===== src/rtl/eqn_eval_sweep.sv =====
`default_nettype none
// ============================================================================
// Module   : eqn_eval_sweep
// Brief    : Evaluates an N-input boolean function on a direct operand, or
//            sweeps every input vector 0..2**N-1 once while counting how many
//            of them make the function true.
// Revision : 1.0 - initial release
// ============================================================================
module eqn_eval_sweep #(
  parameter  int N    = 3,
  localparam int TT_W = 2**N
) (
  input  logic            clk,
  input  logic            rst,
  input  logic [1:0]      mode,
  input  logic [TT_W-1:0] tt_mask,
  input  logic [N-1:0]    in_vec,
  input  logic            start,
  output logic            y,
  output logic            y_valid,
  output logic [N-1:0]    vec_out,
  output logic [N:0]      ones_cnt,
  output logic            busy,
  output logic            done
);

  localparam logic [1:0] S_IDLE  = 2'd0;
  localparam logic [1:0] S_SWEEP = 2'd1;
  localparam logic [1:0] S_DONE  = 2'd2;

  localparam logic [N-1:0] LAST_VEC = {N{1'b1}};

  logic [1:0]      state;
  logic            lat_fixed;    // function selection frozen for the whole sweep
  logic [TT_W-1:0] lat_mask;     // truth table frozen for the whole sweep
  logic [N-1:0]    vec_next;
  logic            fix_direct;
  logic            fix_next;
  logic            f_direct;
  logic            f_next;
  logic            f_zero;

  assign vec_next = vec_out + N'(1);

  // Fixed function: A AND (any lower input); a single-input equation is constant 0.
  if (N == 1) begin : g_fixed_n1
    assign fix_direct = 1'b0;
    assign fix_next   = 1'b0;
  end else begin : g_fixed_nx
    assign fix_direct = in_vec[N-1]   & (|in_vec[N-2:0]);
    assign fix_next   = vec_next[N-1] & (|vec_next[N-2:0]);
  end

  // Direct mode uses the live inputs; the sweep uses only the latched copies.
  assign f_direct = mode[0]   ? fix_direct : tt_mask[in_vec];
  assign f_next   = lat_fixed ? fix_next   : lat_mask[vec_next];
  // Fixed f(0) is always 0 because A is 0 at vector zero.
  assign f_zero   = mode[0]   ? 1'b0       : tt_mask[0];

  // Control FSM plus all registered outputs.
  always_ff @(posedge clk) begin
    if (rst) begin
      state     <= S_IDLE;
      lat_fixed <= 1'b0;
      lat_mask  <= '0;
      y         <= 1'b0;
      y_valid   <= 1'b0;
      vec_out   <= '0;
      ones_cnt  <= '0;
      busy      <= 1'b0;
      done      <= 1'b0;
    end else begin
      case (state)
        S_IDLE: begin
          done <= 1'b0;
          if (!mode[1]) begin
            // Direct evaluation; start is deliberately ignored here.
            y       <= f_direct;
            vec_out <= in_vec;
            y_valid <= 1'b1;
          end else if (start) begin
            lat_fixed <= mode[0];
            lat_mask  <= tt_mask;
            vec_out   <= '0;
            y         <= f_zero;
            ones_cnt  <= (N+1)'(f_zero);
            y_valid   <= 1'b1;
            busy      <= 1'b1;
            state     <= S_SWEEP;
          end else begin
            y_valid <= 1'b0;
          end
        end

        S_SWEEP: begin
          if (vec_out == LAST_VEC) begin
            // Last vector already presented: results hold, pulse done.
            y_valid <= 1'b0;
            busy    <= 1'b0;
            done    <= 1'b1;
            state   <= S_DONE;
          end else begin
            vec_out  <= vec_next;
            y        <= f_next;
            ones_cnt <= ones_cnt + (N+1)'(f_next);
          end
        end

        S_DONE: begin
          done  <= 1'b0;
          state <= S_IDLE;
        end

        default: begin
          state   <= S_IDLE;
          y_valid <= 1'b0;
          busy    <= 1'b0;
          done    <= 1'b0;
        end
      endcase
    end
  end

endmodule
`default_nettype wire

===== config.mk =====
export PLATFORM = sky130hd
export DESIGN_NAME = eqn_eval_sweep
export DESIGN_NICKNAME = d
export VERILOG_FILES = /design/src/rtl/eqn_eval_sweep.sv
export SDC_FILE = /design/constraint.sdc
export NUM_CORES = 1
export LEC_CHECK = 0
export ABC_AREA = 1
export CORE_ASPECT_RATIO = 1.2
export CORE_MARGIN = 2
export CORE_UTILIZATION = 30
export CTS_CLUSTER_DIAMETER = 40
export DETAILED_ROUTE_END_ITERATION = 8
export RECOVER_POWER = 50
export SETUP_SLACK_MARGIN = 0.5
export SYNTH_ARGS = -nofsm -noshare
export SYNTH_HDL_FRONTEND = slang
export SYNTH_SLANG_ARGS = --single-unit

===== constraint.sdc =====
create_clock -name clk -period 2.1 [get_ports clk]
set_input_delay 0.42 -clock clk [delete_from_list [all_inputs] [get_ports clk]]
set_output_delay 0.42 -clock clk [all_outputs]
set_load 0.02 [all_outputs]

==> run_results.csv <==
group,metric,value,unit
sta,min_period,1.862,ns
sta,tns,0,ns
logic_synthesis,async_flop_share,0,%
logic_synthesis,synthFlopType,"dfxtp_1",
cells_and_area,fillers,402,
detailed_routing,routed_via_density,4.663,
logic_synthesis,syn_area_per_cell,6.904,um^2
setup_path,critPathRequiredTime,2.27,ns
setup_path,worst_setup_path_end_kind,"flip-flop",
sta,hold_viol,0,
logic_synthesis,synth_edf_count,0,
cts,clock_latency,0.27,ns
global_routing,grt_util_all_layers,15.43,%
logic_synthesis,synthCells,168,
detailed_routing,drt_iter0_markers,44,
cts,max-clock-path-buffers,2,
detailed_routing,dr.pass1.iters,4,
die,rows,24,
die,die_area,4382,um^2
setup_path,crit_fanout,2,
sta,final-setup-viol-count,0,
die,ios,27,
worst_hold_path,min-delay-start,"y_valid",
setup_path,crit_path_start,"vec_out[0]",
sta,period_share,88.68,%
detailed_routing,post_drt_wl_per_cell,11.86,um
logic_synthesis,ys_ff_latch,22,
setup_path,cp_data_arrival_time,2.03,ns
die,core-area,3664,um^2
cts,cts_inserted_buffers,3,
detailed_routing,num_vias,1189,
die,chipHeight,72.12,um
logic_synthesis,yosysTopAreaCellShare,37.97,%
placed_design,place.port_buffers,26,
detailed_routing,drtAntennaViolNets,0,
cts,path_clk_slew,0.08,ns
sta,finalClockSkew,0.004870,ns
logic_synthesis,synth_cell_types,22,
detailed_routing,drc,0,
pwr,leakage,0.7972,nW
worst_hold_path,hold_class,"reg -> reg",
job,drv_cap,0,
pwr,power,1.092,mW
sta,rsz0062_at_grt,"yes",
sta,tightest_slew,0.4940,ns
setup_path,criticalPathCategory,"reg -> reg",
logic_synthesis,synth.top_cells.by_area,"dfxtp_1 (38%), inv_1 (9.7%), nand2_1 (9.7%)",
die,initial_core_util,31.66,%
cts,cts_tree,"done",
sta,fmax,537.0,MHz
cells_and_area,layout_commonest_cell,"nand2_1",
cells_and_area,layout-drive-gt1-share,16.26,%
pwr,max-vdd-ir-drop,0.3350,mV
cells_and_area,design_area,1649,um^2
cts,clockRootBuffer,"clkbuf_8",
logic_synthesis,synth_nets,189,
placed_design,place.gp.congestion,0.7544,
placed_design,dp_hpwl,2.269,mm
cts,htreeDepth,1,
global_routing,grt_max_degree,15,
logic_synthesis,yosys.area.top_type,"dfxtp_1",
cells_and_area,area_delta_synth_final,42.18,%
logic_synthesis,ys_seq_area_share,37.97,%
cts,hold_buffers,0,
cells_and_area,final_cell_mix,"nand2_1 (29), inv_1 (26), dfxtp_1 (21)",
sta,slew-limit-headroom,67.07,%
detailed_routing,wirelength,3.024,mm
cells_and_area,nets,225,
logic_synthesis,synth_area,1160,um^2
logic_synthesis,yosysWarnings,0,
outcome,outcome,"finished clean",
global_routing,overflow,0,
global_routing,grt_pass1_vias,1092,
cts,clkSinkCount,22,
cells_and_area,insertedDiodeCount,0,
sta,slew_violations,0,
global_routing,grt_pass1_wl,5.147,mm
setup_path,start_kind,"flip-flop",
pwr,pwr_density_cell,662.4,nW/um^2
placed_design,place_area,1533,um^2
global_routing,antenna_found_initial,0,
die,die_w,60.76,um
setup_path,worstReg2RegStart,"vec_out[0]",
[logic make-up after synthesis]
group	synth area share, %
xor+xnor	0.7553
fa+ha+maj	5.394
flops	37.97
simple gates	26.00
buf+inv	11.11
compound gates	18.77
[sequential cells by signal, summed over array words and instances, names as in the netlist]
| signal | cells |
|---|---|
| done | 1 |
| state | 2 |
| lat_mask | 8 |
| vec_out | 3 |
| y | 1 |
| y_valid | 1 |
| ones_cnt | 4 |
| lat_fixed | 1 |
| busy | 1 |
[routing by layer]
metal  track usage [%]  share of wire [%]  vias to the layer above
met5                 0                  0                        -
met4             2.899               0.86                        0
met3             3.565                4.8                        4
met2             25.69                 52                       33
met1             20.33                 42                      536
li1                  -                  -                      616
[area by class of cell]
type,count,area [um^2],area share (%)
well taps,52,65.06,3.945
multi-input cells,112,653.1,39.61
repair buffers,34,310.3,18.82
flip-flops and latches,22,444.2,26.93
inverters,31,121.4,7.360
clock buffers,4,55.05,3.338
[path summary, 6_finish.rpt]
path,endpoint,slack (ns),depth (start not counted)
max,ones_cnt[3],0.24,12
min,y_valid,0.46,2
max reg2reg,ones_cnt[3],0.24,12
min reg2reg,y_valid,0.46,2
[stage by stage]
step	util [%]	std cells	setup slack [ns]	hold slack, ns
after global placement	41.84	245	0.06607	0.4486
final	45.01	255	0.2377	0.4619
after detailed placement	41.84	245	0.07188	0.4514
after floorplan	-	168	0.2568	0.4244
after CTS	44.54	255	0.2860	0.4622
after global routing	45.01	255	0.1099	0.4789
[timing repair]
action	4_1_cts	5_1_grt
hold endpoints to repair	0	0
pin swaps	5	4
gates resized for setup	16	14
setup endpoints to repair	16	10
setup buffers	6	0
[power breakdown]
| group | leakage [nW] | internal [mW] | switching [mW] |
|---|---|---|---|
| logic | 0.587 | 0.134 | 0.177 |
| clock network | 0.0288 | 0.167 | 0.144 |
| registers | 0.181 | 0.449 | 0.0215 |
| total | 0.797 | 0.750 | 0.342 |
[Yosys cell counts (2+ instances only)]
cell type	count
inv_1	30
nand2_1	30
dfxtp_1	22
o21ai_0	20
nand3_1	15
a21oi_1	14
nor2_1	9
ha_1	5
a31oi_1	4
a211oi_1	2
clkbuf_1	2
nand2_2	2
nor2_2	2
nor2_4	2
nor3_1	2
[critical path, stage by stage, from the launching register on]
cell and delay, ns:
dfxtp_1 0.35, ha_1 0.19, inv_2 0.05, ha_4 0.28, inv_4 0.03, nand3_2 0.05
nand3_2 0.07, nand2_2 0.08, ha_4 0.14, nand3_1 0.08, or2_1 0.25, xor2_1 0.16
nor3_2 0.05
(Power assumes the default switching activity.)
